`src/rtl/debug_dump_tx_pkg.sv`:
```
// debug_dump_tx_pkg: shared constants, state encodings and byte helper for the debug dump link.
//   HEADER_BYTE  first byte of every frame (excluded from the checksum)
//   FRAME_BYTES  header + PC + INSTR + 32 register words + checksum
//   CNT_W        byte counter width, sized to hold FRAME_BYTES
//   frame_state_e / bit_state_e  frame-level and bit-level FSM encodings
package debug_dump_tx_pkg;

    localparam logic [7:0] HEADER_BYTE = 8'hA5;
    localparam int FRAME_BYTES = 138;
    localparam int CNT_W = $clog2(FRAME_BYTES);

    typedef enum logic [2:0] {
        F_IDLE,
        F_HDR,
        F_PC,
        F_INS,
        F_REGS,
        F_CSUM
    } frame_state_e;

    typedef enum logic [1:0] {
        B_IDLE,
        B_START,
        B_DATA,
        B_STOP
    } bit_state_e;

    // Little-endian byte idx of a 32-bit word.
    function automatic logic [7:0] word_byte(input logic [31:0] w, input logic [1:0] idx);
        logic [31:0] s;
        s = w >> {idx, 3'b000};
        return s[7:0];
    endfunction

endpackage

```
`src/rtl/debug_dump_tx_serializer.sv`:
```
// uart_tx_serializer: 8N1 LSB-first byte serializer with its own baud counter.
//   clk_i      system clock
//   reset_i    asynchronous active-high reset (tx_o returns to 1 at once)
//   byte_in_i  byte to send, taken when load_i & ready_o
//   load_i     load request
//   ready_o    high when idle, or on the last cycle of a stop bit so the next
//              start bit follows with no idle gap
//   stop_o     high on the first cycle of each stop bit
//   tx_o       registered serial line, idles at 1
module uart_tx_serializer
    import debug_dump_tx_pkg::*;
#(
    parameter int BAUD_DIV = 1042
) (
    input  logic       clk_i,
    input  logic       reset_i,
    input  logic [7:0] byte_in_i,
    input  logic       load_i,
    output logic       ready_o,
    output logic       stop_o,
    output logic       tx_o
);

    bit_state_e  state_q, state_d;
    logic [15:0] baud_q, baud_d;
    logic [7:0]  sh_q, sh_d;
    logic [2:0]  bit_q, bit_d;
    logic        tx_q, tx_d;
    logic        tc;

    assign tc = baud_q == 16'(BAUD_DIV - 1);
    assign tx_o = tx_q;

    always_comb begin
        state_d = state_q;
        sh_d    = sh_q;
        bit_d   = bit_q;
        baud_d  = (state_q == B_IDLE || tc) ? '0 : baud_q + 16'd1;
        ready_o = state_q == B_IDLE || (state_q == B_STOP && tc);
        stop_o  = state_q == B_STOP && baud_q == '0;
        if (ready_o && load_i) begin
            state_d = B_START;
            sh_d    = byte_in_i;
        end else if (tc) begin
            unique case (state_q)
                B_START: begin
                    state_d = B_DATA;
                    bit_d   = '0;
                end
                B_DATA: begin
                    sh_d  = sh_q >> 1;
                    bit_d = bit_q + 3'd1;
                    if (bit_q == 3'd7) state_d = B_STOP;
                end
                B_STOP: state_d = B_IDLE;
                default: ;
            endcase
        end
        // Line level is derived from the next state so tx_q lines up with the bit it encodes.
        tx_d = state_d == B_START ? 1'b0 : state_d == B_DATA ? sh_d[0] : 1'b1;
    end

    always_ff @(posedge clk_i or posedge reset_i) begin
        if (reset_i) begin
            state_q <= B_IDLE;
            baud_q  <= '0;
            sh_q    <= '0;
            bit_q   <= '0;
            tx_q    <= 1'b1;
        end else begin
            state_q <= state_d;
            baud_q  <= baud_d;
            sh_q    <= sh_d;
            bit_q   <= bit_d;
            tx_q    <= tx_d;
        end
    end

endmodule

```
`src/rtl/debug_dump_tx.sv`:
```
// debug_dump_tx: streams one processor-state frame (header, PC, instruction,
// registers, XOR checksum) over an 8N1 UART line on a dump request.
//   clk_i       system clock
//   reset_i     asynchronous active-high reset, aborts any frame in flight
//   start_i     dump request, accepted when busy_o is low
//   pc_i        PC, captured on accepted start
//   instr_i     IF/ID instruction, captured on accepted start
//   reg_sel_o   register index requested from the register file
//   reg_data_i  register word for reg_sel_o
//   tx_o        serial line, idles at 1
//   busy_o      high from accepted start until the final stop bit ends
//   done_o      one-cycle pulse on the last cycle of the final stop bit
module debug_dump_tx
    import debug_dump_tx_pkg::*;
#(
    parameter int         BAUD_DIV = 1042,
    parameter int         NUM_REGS = 32,
    parameter logic [7:0] HEADER   = HEADER_BYTE
) (
    input  logic        clk_i,
    input  logic        reset_i,
    input  logic        start_i,
    input  logic [31:0] pc_i,
    input  logic [31:0] instr_i,
    output logic [4:0]  reg_sel_o,
    input  logic [31:0] reg_data_i,
    output logic        tx_o,
    output logic        busy_o,
    output logic        done_o
);

    localparam logic [CNT_W-3:0] LAST_WORD = (CNT_W-2)'(NUM_REGS - 1);
    localparam logic [CNT_W-1:0] REG_LAST  = {LAST_WORD, 2'b11};

    frame_state_e     state_q, state_d;
    logic [CNT_W-1:0] cnt_q, cnt_d;
    logic [31:0]      pc_q, pc_d, ins_q, ins_d, word_q, word_d;
    logic [7:0]       csum_q, csum_d, byte_d;
    logic [4:0]       sel_q, sel_d;
    logic             load, ready, stop, accept;

    assign reg_sel_o = sel_q;

    // state_q names the byte currently on the line; each ready picks the next one.
    always_comb begin
        state_d = state_q;
        cnt_d   = cnt_q;
        pc_d    = pc_q;
        ins_d   = ins_q;
        word_d  = word_q;
        sel_d   = sel_q;
        byte_d  = HEADER;
        load    = 1'b0;
        done_o  = state_q == F_CSUM && ready;
        busy_o  = state_q != F_IDLE && !done_o;
        accept  = start_i && !busy_o;
        // Next register word is latched while the last byte of the current word is in its stop bit.
        if (stop && cnt_q[1:0] == 2'd3 && (state_q == F_INS || state_q == F_REGS)) word_d = reg_data_i;
        if (ready) begin
            load  = 1'b1;
            cnt_d = cnt_q + 1'b1;
            unique case (state_q)
                F_HDR: begin
                    state_d = F_PC;
                    cnt_d   = '0;
                    byte_d  = word_byte(pc_q, 2'd0);
                end
                F_PC: begin
                    if (cnt_q[1:0] == 2'd3) begin
                        state_d = F_INS;
                        cnt_d   = '0;
                        byte_d  = word_byte(ins_q, 2'd0);
                    end else begin
                        byte_d = word_byte(pc_q, cnt_d[1:0]);
                    end
                end
                F_INS: begin
                    if (cnt_q[1:0] == 2'd3) begin
                        state_d = F_REGS;
                        cnt_d   = '0;
                        byte_d  = word_byte(word_q, 2'd0);
                    end else begin
                        byte_d = word_byte(ins_q, cnt_d[1:0]);
                        if (cnt_d[1:0] == 2'd3) sel_d = '0;
                    end
                end
                F_REGS: begin
                    if (cnt_q == REG_LAST) begin
                        state_d = F_CSUM;
                        byte_d  = csum_q;
                    end else begin
                        byte_d = word_byte(word_q, cnt_d[1:0]);
                        if (cnt_d[1:0] == 2'd3 && cnt_d[CNT_W-1:2] != LAST_WORD)
                            sel_d = 5'(cnt_d[CNT_W-1:2] + 1'b1);
                    end
                end
                default: begin
                    // Idle, or checksum just finished: only a new request keeps the line busy.
                    load    = accept;
                    state_d = accept ? F_HDR : F_IDLE;
                    cnt_d   = '0;
                end
            endcase
        end
        if (accept) begin
            pc_d  = pc_i;
            ins_d = instr_i;
        end
        csum_d = accept ? '0 :
                 (load && (state_d == F_PC || state_d == F_INS || state_d == F_REGS)) ? csum_q ^ byte_d :
                 csum_q;
    end

    always_ff @(posedge clk_i or posedge reset_i) begin
        if (reset_i) begin
            state_q <= F_IDLE;
            cnt_q   <= '0;
            pc_q    <= '0;
            ins_q   <= '0;
            word_q  <= '0;
            csum_q  <= '0;
            sel_q   <= '0;
        end else begin
            state_q <= state_d;
            cnt_q   <= cnt_d;
            pc_q    <= pc_d;
            ins_q   <= ins_d;
            word_q  <= word_d;
            csum_q  <= csum_d;
            sel_q   <= sel_d;
        end
    end

    uart_tx_serializer #(
        .BAUD_DIV(BAUD_DIV)
    ) u_ser (
        .clk_i    (clk_i),
        .reset_i  (reset_i),
        .byte_in_i(byte_d),
        .load_i   (load),
        .ready_o  (ready),
        .stop_o   (stop),
        .tx_o     (tx_o)
    );

endmodule

```
`config.mk`:
```
export PLATFORM = sky130hd
export DESIGN_NAME = debug_dump_tx
export DESIGN_NICKNAME = d
export VERILOG_FILES = /design/src/rtl/debug_dump_tx_pkg.sv /design/src/rtl/debug_dump_tx_serializer.sv /design/src/rtl/debug_dump_tx.sv
export SDC_FILE = /design/constraint.sdc
export NUM_CORES = 1
export LEC_CHECK = 0
export CORE_UTILIZATION = 52
export CTS_BUF_LIST = sky130_fd_sc_hd__clkbuf_8
export DETAILED_ROUTE_END_ITERATION = 10
export HOLD_SLACK_MARGIN = 0.1
export PLACE_DENSITY = 0.84
export SYNTH_ARGS = -nofsm -noshare
export SYNTH_HDL_FRONTEND = slang
export SYNTH_HIERARCHICAL = 1
export SYNTH_SLANG_ARGS = --single-unit
```
`constraint.sdc`:
```
create_clock -name clk_i -period 11.9 [get_ports clk_i]
set_clock_uncertainty 0.1 [all_clocks]
set_input_delay 2.38 -clock clk_i [delete_from_list [all_inputs] [get_ports clk_i]]
set_output_delay 2.38 -clock clk_i [all_outputs]
set_load 0.005 [all_outputs]
```
==> results of run 1 <==
routing by layer:
| metal | track usage, % | vias to the layer above | share of wire (%) |
|---|---|---|---|
| met2 | 41.5 | 210 | 51 |
| met1 | 31.0 | 2830 | 41 |
| met5 | 0 | - | 0 |
| met4 | 11.3 | 0 | 3.5 |
| li1 | - | 2516 | - |
| met3 | 5.37 | 47 | 4.8 |
power breakdown:
| part | internal (mW) | switching [mW] | total, mW |
|---|---|---|---|
| clock | 0.234 | 0.207 | 0.441 |
| sequential | 0.531 | 0.0153 | 0.546 |
| combinational | 0.0575 | 0.0312 | 0.0887 |
| total | 0.822 | 0.253 | 1.08 |
layout make-up:
type	count	area (um^2)	area share [%]
repair buffers	111	1100	11.6
clock buffers	17	234	2.48
inverters	19	73.8	0.781
flip-flops and latches	150	3750	39.7
multi-input cells	436	3840	40.7
well taps	184	230	2.44
clock inverters	15	216	2.29
flip-flops by register name, summed over array words and instances, names as in the netlist:
signal / cells
reg_sel_o: 5
u_ser/state_q: 2
u_ser/sh_q: 8
u_ser/baud_q: 16
u_ser/tx_o: 1
ins_q: 32
u_ser/bit_q: 3
pc_q: 32
cnt_q: 8
csum_q: 8
word_q: 32
state_q: 3
Yosys cell counts, types with 3 or more instances:
library cell  count  area, um^2
dfrtp_1         149        3730
mux2_2          102        1150
nand2_1          43         161
nor2_1           36         135
clkbuf_1         27         101
mux4_2           24         541
xor2_1           19         166
o21ai_0          18        90.1
inv_1            17        63.8
nand4_1          15        93.8
ha_1             12         150
a21oi_1          11        55.1
nand2b_1         11        68.8
nand3_1          11        55.1
mux2i_1          10         100
xnor2_1          10        87.6
a22oi_1           8        60.1
nor3_1            8        40.0
and2_1            7        43.8
a21o_1            6        45.0
and3_1            6        37.5
mux2_1            6        67.6
mux2_4            6        90.1
buf_2             5        25.0
or3_1             5        31.3
a31oi_1           4        25.0
nor3b_1           4        30.0
o211ai_1          4        30.0
o21ai_1           4        20.0
o31ai_1           4        30.0
nor2b_1           3        18.8
nor4_4            3        63.8
o221a_1           3        33.8
o31ai_2           3        37.5
how the worst min path moves through the flow:
stage | end | slack [ns] | cells past startpoint
2_1_floorplan | u_ser/bit_q[1] | 0.35 | 2
3_3_place_gp | u_ser/bit_q[2] | 0.37 | 2
3_5_place_dp | u_ser/bit_q[2] | 0.39 | 2
4_1_cts | u_ser/bit_q[2] | 0.41 | 2
5_1_grt | pc_q[26] | 0.43 | 1
6_report | u_ser/bit_q[2] | 0.41 | 2
metrics by stage:
| step | utilization, % | hold slack, ns |
|---|---|---|
| after CTS | 64.8 | 0.408 |
| after global routing | 64.8 | 0.426 |
| final | 64.8 | 0.409 |
| after detailed placement | 61.7 | 0.391 |
| after floorplan | - | 0.354 |
| after global placement | 61.7 | 0.366 |
critical path, delay by kind of cell, from the launching register on:
family                   cells  cell delay, ns
buffers and inverters        3            1.12
AND/OR/NAND/NOR              4            0.91
flip-flops                   1            0.41
adder cells (fa/ha/maj)      1            0.14
AO/OA/AOI/OAI                1            0.08
logic make-up after synthesis:
| group | after synthesis | share of synthesized area [%] |
|---|---|---|
| muxes | 148 | 25.0 |
| DFF | 150 | 48.1 |
| buffers and inverters | 54 | 2.77 |
| adders and majority gates | 12 | 1.92 |
| AOI/OAI and AO/OA | 79 | 6.98 |
| xor gates and xnor gates | 29 | 3.26 |
| and+or+nand+nor | 168 | 12.0 |
==> flow_summary.json, run 1 <==
{
  "hold_buffers": 0,
  "fmax_mhz": 178,
  "wl_mm": 18.2,
  "antenna_found_initial": 0,
  "hold_start": "u_ser/bit_q[2]",
  "grt_max_degree": 87,
  "cts_tree": "done",
  "place.gp.congestion": 0.883,
  "vias": 5603,
  "synth_cells": 640,
  "clkSlewWorstSetupHoldPaths_ns": 0.08,
  "synth_cell_type_count": 63,
  "path_max_fanout": 22,
  "grt_pass1_wl_mm": 30.2,
  "wire_per_inst_um": 19.5,
  "first_global_vias": 5902,
  "synth_nets": 751,
  "slew_violations": 0,
  "drive_gt1_share_pct": 25.1,
  "arrival_ns": 3.13,
  "die_width_um": 124,
  "max_slew_margin_pct": 25.6,
  "layout.cells.non_filler": 932,
  "core_mm2": 0.0146,
  "r2r_slack_ns": 7.92,
  "r2r_cells": 10,
  "final_hold_viol_count": 0,
  "via_per_inst": 6.01,
  "cts_buffer_depth": 2,
  "crit_path_end": "done_o",
  "slowest_stage": "clkdlybuf4s50_1",
  "maxCapViolCount": 0,
  "ioPinCount": 107,
  "cts_setup_buffers": 0,
  "hp-class": "reg2reg",
  "ir_drop_mv": 0.108,
  "rows": 44,
  "rsz0062_at_grt": "no",
  "status": "finished clean",
  "synth_warnings": 6,
  "cts_htree_levels": 4,
  "ys_seq_area_share_pct": 48.1,
  "synth_edf_count": 0,
  "required_ns": 9.42,
  "async_reset_ff_share_pct": 100,
  "dr.pass1.iters": 5,
  "areaGrowthSynthToFinish_pct": 21.1,
  "clk_latency_ns": 0.45,
  "track_usage_pct": 24.9,
  "r2r-end": "u_ser/sh_q[5]",
  "total_power_mw": 1.08,
  "stdcell_area_mm2": 0.00945,
  "critPathKind": "reg2out",
  "final-setup-viol-count": 0,
  "numCtsBuffers": 17,
  "ant_nets": 0,
  "worst_pin_slew_ns": 1.12,
  "layout.nets": 846,
  "layout_common_cells": "dfrtp_1, clkdlybuf4s50_1, mux2_2",
  "critPathLaunchType": "flop",
  "dieArea_mm2": 0.0155,
  "synth_area_mm2": 0.00780,
  "gr-total-overflow": 0,
  "start_util_pct": 53.5,
  "cts_sinks": 150,
  "die_y_um": 124,
  "crit_chain": "inv_1, ha_1, and3_1, and4_4, a21oi_2, inv_1, nand2_1, nor3b_1, clkdlybuf4s50_1",
  "period_needed_ns": 5.61,
  "fin_tns_setup_ns": 0,
  "hpwl_mm": 12.7,
  "leakage_nw": 4.07,
  "antenna_cells": 0,
  "dp.cells": 900,
  "fin_ws_ns": 6.29,
  "cts_resized": 0,
  "endpoint_kind": "output port",
  "placed_area_mm2": 0.00900,
  "r2r-start": "u_ser/baud_q[1]",
  "ys_seq_elements": 150,
  "syn_avg_cell_area_um2": 12.2,
  "drcViolationCount": 0,
  "cp-startpoint": "u_ser/baud_q[1]",
  "synth_flop_cell": "dfrtp_1",
  "cpMostUsedCell": "inv_1",
  "clockRootBuffer": "clkbuf_8",
  "worst_path_largest_cell_delay_ns": 0.54,
  "first_iter_violations": 351,
  "power.density_mw_per_mm2": 114,
  "period_share_pct": 47.1,
  "portBuffers": 106,
  "nFillCells": 1053,
  "place_ws_ns": 6.82,
  "layout_commonest_cell": "dfrtp_1"
}
No activity file was read; power rests on OpenSTA's default activity.
==> run 2, diff against run 1 <==
--- a/config.mk
+++ b/config.mk
@@ -9,7 +9,7 @@
 export CTS_BUF_LIST = sky130_fd_sc_hd__clkbuf_8
 export DETAILED_ROUTE_END_ITERATION = 10
 export HOLD_SLACK_MARGIN = 0.1
-export PLACE_DENSITY = 0.84
+export PLACE_DENSITY = 0.87
 export SYNTH_ARGS = -nofsm -noshare
 export SYNTH_HDL_FRONTEND = slang
 export SYNTH_HIERARCHICAL = 1
==> constraint.sdc (replaced) <==
create_clock -name clk_i -period 4.5 [get_ports clk_i]
set_clock_uncertainty 0.1 [all_clocks]
set_input_delay 0.9 -clock clk_i [delete_from_list [all_inputs] [get_ports clk_i]]
set_output_delay 0.9 -clock clk_i [all_outputs]
set_load 0.005 [all_outputs]
==> flow_summary.json, run 2 (synthesis gave the netlist of run 1 again) <==
{
  "cp_top_family": "simple AND/OR/NAND/NOR gates",
  "fin_ws_ns": 0.378,
  "final_hold_viol_count": 0,
  "core_mm2": 0.0146,
  "cts_htree_levels": 4,
  "timing.hold.ws_ns": 0.406,
  "hold_start": "word_q[14]",
  "fmax_mhz": 243,
  "crit_chain": "nor4_4, and4_4, a21oi_2, inv_1, nand2_1, nor3b_1, clkdlybuf4s50_1",
  "hpwl_mm": 13.3,
  "grt_max_degree": 76,
  "r2r_slack_ns": 1.06,
  "critPathKind": "reg2out",
  "areaGrowthSynthToFinish_pct": 21.3,
  "critPathBufInv": 2,
  "wl_mm": 18.0,
  "layout_common_cells": "dfrtp_1, clkdlybuf4s50_1, mux2_2",
  "r2r-start": "u_ser/baud_q[7]",
  "status": "finished clean",
  "via_per_inst": 5.98,
  "ant_nets": 0,
  "portBuffers": 106,
  "hold_depth": 1,
  "reg_top3": "ins_q (32), pc_q (32), word_q (32)",
  "maxCapViolCount": 0,
  "numCtsBuffers": 17,
  "stdcell_area_mm2": 0.00946,
  "drcViolationCount": 0,
  "p_seq_share_pct": 52.8,
  "slowest_stage": "clkdlybuf4s50_1",
  "slew_violations": 0,
  "layout.nets": 848,
  "p_clk_share_pct": 38.6,
  "start_util_pct": 53.5,
  "hp-class": "reg2reg",
  "max_slew_margin_pct": 27.3,
  "path_max_fanout": 22,
  "clk_latency_ns": 0.46,
  "dp.cells": 902,
  "track_usage_pct": 24.7,
  "fin_tns_setup_ns": 0,
  "hold_buffers": 0,
  "cts_setup_buffers": 0,
  "endpoint_kind": "output port",
  "die_width_um": 124,
  "gr-total-overflow": 0,
  "rsz0062_at_grt": "no",
  "p_sw_share_pct": 22.0,
  "die_y_um": 124,
  "layout.cells.non_filler": 932,
  "cts_sinks": 150,
  "period_share_pct": 91.6,
  "cts_buffer_depth": 2,
  "required_ns": 3.50,
  "grt_use_met1_pct": 31.2,
  "first_global_vias": 5761,
  "period_needed_ns": 4.12,
  "ir_drop_mv": 0.227,
  "drive_gt1_share_pct": 25.1,
  "antenna_found_initial": 0,
  "combPwrFrac_pct": 8.6,
  "cts_resized": 0,
  "hold_end": "word_q[14]",
  "clockRootBuffer": "clkbuf_8",
  "p_int_mw": 2.13,
  "power.density_mw_per_mm2": 289,
  "cp-startpoint": "u_ser/baud_q[7]",
  "arrival_ns": 3.12,
  "busiest_layer": "met2",
  "place_ws_ns": 0.906,
  "rows": 44,
  "antenna_cells": 0,
  "placed_area_mm2": 0.00905,
  "clkSlewWorstSetupHoldPaths_ns": 0.08,
  "p_sw_mw": 0.601,
  "critPathLaunchType": "flop",
  "place.gp.congestion": 0.889,
  "vias": 5576,
  "r2r_cells": 8,
  "met3_usage_pct": 5.07,
  "grt_pass1_wl_mm": 29.7,
  "layout_commonest_cell": "dfrtp_1",
  "wire_per_inst_um": 19.3,
  "dr.pass1.iters": 6,
  "cts_tree": "done",
  "final-setup-viol-count": 0,
  "worst_pin_slew_ns": 1.09,
  "use_met2_pct": 41.0,
  "r2r-end": "u_ser/sh_q[5]",
  "leakage_nw": 4.08,
  "dieArea_mm2": 0.0155,
  "ioPinCount": 107,
  "worst_path_largest_cell_delay_ns": 0.54,
  "first_iter_violations": 366
}
-- run 2: cell type report --
cell class	count	area [um^2]
Fill cell	1018	5130
Multi-Input combinational cell	436	3840
Sequential cell	150	3750
Timing Repair Buffer	113	1150
Clock buffer	23	317
Tap cell	184	230
Clock inverter	7	93.8
Inverter	19	73.8
-- run 2: worst max path at each step --
stage                          end  cells past startpoint
after floorplan           cnt_q[0]                      1
after global placement      done_o                      7
after detailed placement    done_o                      7
after CTS                   done_o                      7
after global routing        done_o                      7
final                       done_o                      7
-- run 2: power groups by stage --
| stage | Combinational (mW) | Sequential [mW] | Clock (mW) |
|---|---|---|---|
| floorplan | 0.119 | 1.45 | 0 |
| finish | 0.235 | 1.44 | 1.06 |
| global placement | 0.228 | 1.46 | 0 |
| detailed placement | 0.237 | 1.47 | 0 |
| CTS | 0.238 | 1.44 | 1.07 |
| global route | 0.253 | 1.45 | 1.13 |
-- run 2: routing by layer --
layer | share of wire (%) | up-vias | routed length [um]
met5 | 0 | - | 0
met3 | 4.4 | 36 | 789
met4 | 3.0 | 0 | 544
met2 | 51 | 191 | 9210
met1 | 41 | 2817 | 7460
li1 | - | 2532 | -
-- run 2: metrics by stage --
stage          utilization (%)  power [mW]
2_1_floorplan                -        1.57
3_3_place_gp              62.0        1.69
3_5_place_dp              62.0        1.71
4_1_cts                   64.9        2.75
5_1_grt                   64.9        2.83
6_report                  64.9        2.73
==> run 3, diff against run 2 <==
--- a/config.mk
+++ b/config.mk
@@ -8,8 +8,10 @@
 export CORE_UTILIZATION = 52
 export CTS_BUF_LIST = sky130_fd_sc_hd__clkbuf_8
 export DETAILED_ROUTE_END_ITERATION = 10
+export DONT_BUFFER_PORTS = 1
 export HOLD_SLACK_MARGIN = 0.1
-export PLACE_DENSITY = 0.87
+export PLACE_DENSITY = 0.78
+export RECOVER_POWER = 50
 export SYNTH_ARGS = -nofsm -noshare
 export SYNTH_HDL_FRONTEND = slang
 export SYNTH_HIERARCHICAL = 1
==> flow_summary.json, run 3 (synthesis gave the netlist of run 1 again) <==
{
  "gr-total-overflow": 0,
  "path_max_fanout": 9,
  "hp-class": "reg2reg",
  "drcViolationCount": 0,
  "ir_drop_mv": 0.222,
  "fin_ws_ns": 0.698,
  "clockRootBuffer": "clkbuf_8",
  "cts_htree_levels": 4,
  "cts_resized": 0,
  "leakage_nw": 3.68,
  "dieArea_mm2": 0.0155,
  "first_global_vias": 5594,
  "final_hold_viol_count": 0,
  "rows": 44,
  "cts_sinks": 150,
  "antenna_found_initial": 0,
  "ant_nets": 0,
  "place_ws_ns": 1.17,
  "fmax_mhz": 263,
  "clkSlewWorstSetupHoldPaths_ns": 0.08,
  "core_mm2": 0.0146,
  "wl_mm": 17.9,
  "power.density_mw_per_mm2": 316,
  "vias": 5222,
  "die_y_um": 124,
  "first_iter_violations": 339,
  "required_ns": 3.50,
  "place.gp.congestion": 0.858,
  "fin_tns_setup_ns": 0,
  "portBuffers": 0,
  "reg_top3": "ins_q (32), pc_q (32), word_q (32)",
  "dr.pass1.iters": 5,
  "final-setup-viol-count": 0,
  "r2r_slack_ns": 0.75,
  "slew_violations": 74,
  "clk_latency_ns": 0.46,
  "layout.nets": 745,
  "period_share_pct": 84.5,
  "drive_gt1_share_pct": 29.4,
  "track_usage_pct": 24.3,
  "numCtsBuffers": 17,
  "worst_pin_slew_ns": 2.82,
  "cts_setup_buffers": 0,
  "layout_commonest_cell": "dfrtp_1",
  "period_needed_ns": 3.80,
  "via_per_inst": 6.28,
  "critPathKind": "reg2out",
  "antenna_cells": 0,
  "areaGrowthSynthToFinish_pct": 7.28,
  "layout_common_cells": "dfrtp_1, mux2_2, nand2_1",
  "grt_pass1_wl_mm": 29.4,
  "wire_per_inst_um": 21.5,
  "ioPinCount": 107,
  "hold_buffers": 0,
  "rsz0062_at_grt": "no",
  "start_util_pct": 53.5,
  "status": "finished with violations",
  "cts_tree": "done",
  "endpoint_kind": "output port",
  "cts_buffer_depth": 2,
  "grt_max_degree": 74,
  "arrival_ns": 2.80,
  "hpwl_mm": 13.0,
  "violations": "max-capacitance violations, max-slew violations",
  "critPathLaunchType": "flop",
  "maxCapViolCount": 1,
  "die_width_um": 124,
  "max_slew_margin_pct": -88.1,
  "nFillCells": 1117
}
run 3: cell types whose count changed in the layout (fill, tap and decap cells not counted), moves of 2 or more:
cell and change:
buf_4 +3, clkdlybuf4s50_1 -106, clkbuf_2 +2, buf_12 -2
clkbuf_8 -3, clkinv_2 +4, inv_6 +2
run 3: worst paths after layout:
path | start | to | depth (start not counted)
hold / removal | u_ser/bit_q[1] | u_ser/bit_q[1] | 2
setup / recovery | u_ser/baud_q[2] | done_o | 6
hold reg to reg | u_ser/bit_q[1] | u_ser/bit_q[1] | 2
max in group asynchronous | reset_i | pc_q[19] | 2
min in group asynchronous | reset_i | u_ser/baud_q[6] | 1
setup reg to reg | u_ser/baud_q[2] | pc_q[28] | 10
run 3: critical path: stages, from the launching register on:
cell and delay (ns):
dfrtp_1 0.45, nor4_1 0.67, and4_1 0.41, a21oi_2 0.12, inv_1 0.24, nand2_1 0.12, nor3b_1 0.34
run 3: per-stage QoR:
| step | area (um^2) | utilization, % | total power, mW | std cells | hold slack, ns |
|---|---|---|---|---|---|
| final | 8370 | 57.4 | 2.64 | 831 | 0.405 |
| after global routing | 8370 | 57.4 | 2.74 | 831 | 0.418 |
| after CTS | 8400 | 57.5 | 2.66 | 831 | 0.411 |
| after detailed placement | 8000 | 54.8 | 1.62 | 799 | 0.394 |
| after global placement | 8000 | 54.8 | 1.61 | 799 | 0.365 |
| after floorplan | 7800 | - | 1.57 | 640 | 0.354 |
run 3: layer usage:
metal | track usage, % | vias up | routed length, um
li1 | - | 2326 | -
met1 | 29.3 | 2647 | 6850
met2 | 40.5 | 201 | 9190
met3 | 6.36 | 48 | 1240
met4 | 11.3 | 0 | 597
met5 | 0 | - | 0
run 3: layout make-up:
class / instances / area, um^2 / share of cell area (%)
Multi-Input combinational cell: 436 / 3830 / 45.8
Inverter: 19 / 71.3 / 0.852
Sequential cell: 150 / 3750 / 44.9
Clock inverter: 12 / 124 / 1.48
Tap cell: 184 / 230 / 2.75
Timing Repair Buffer: 10 / 82.6 / 0.987
Clock buffer: 20 / 275 / 3.29
run 3: where the power goes:
part,switching [mW],internal (mW),total (mW)
sequential,0.0459,1.40,1.45
combinational,0.0643,0.0807,0.145
clock,0.513,0.535,1.05
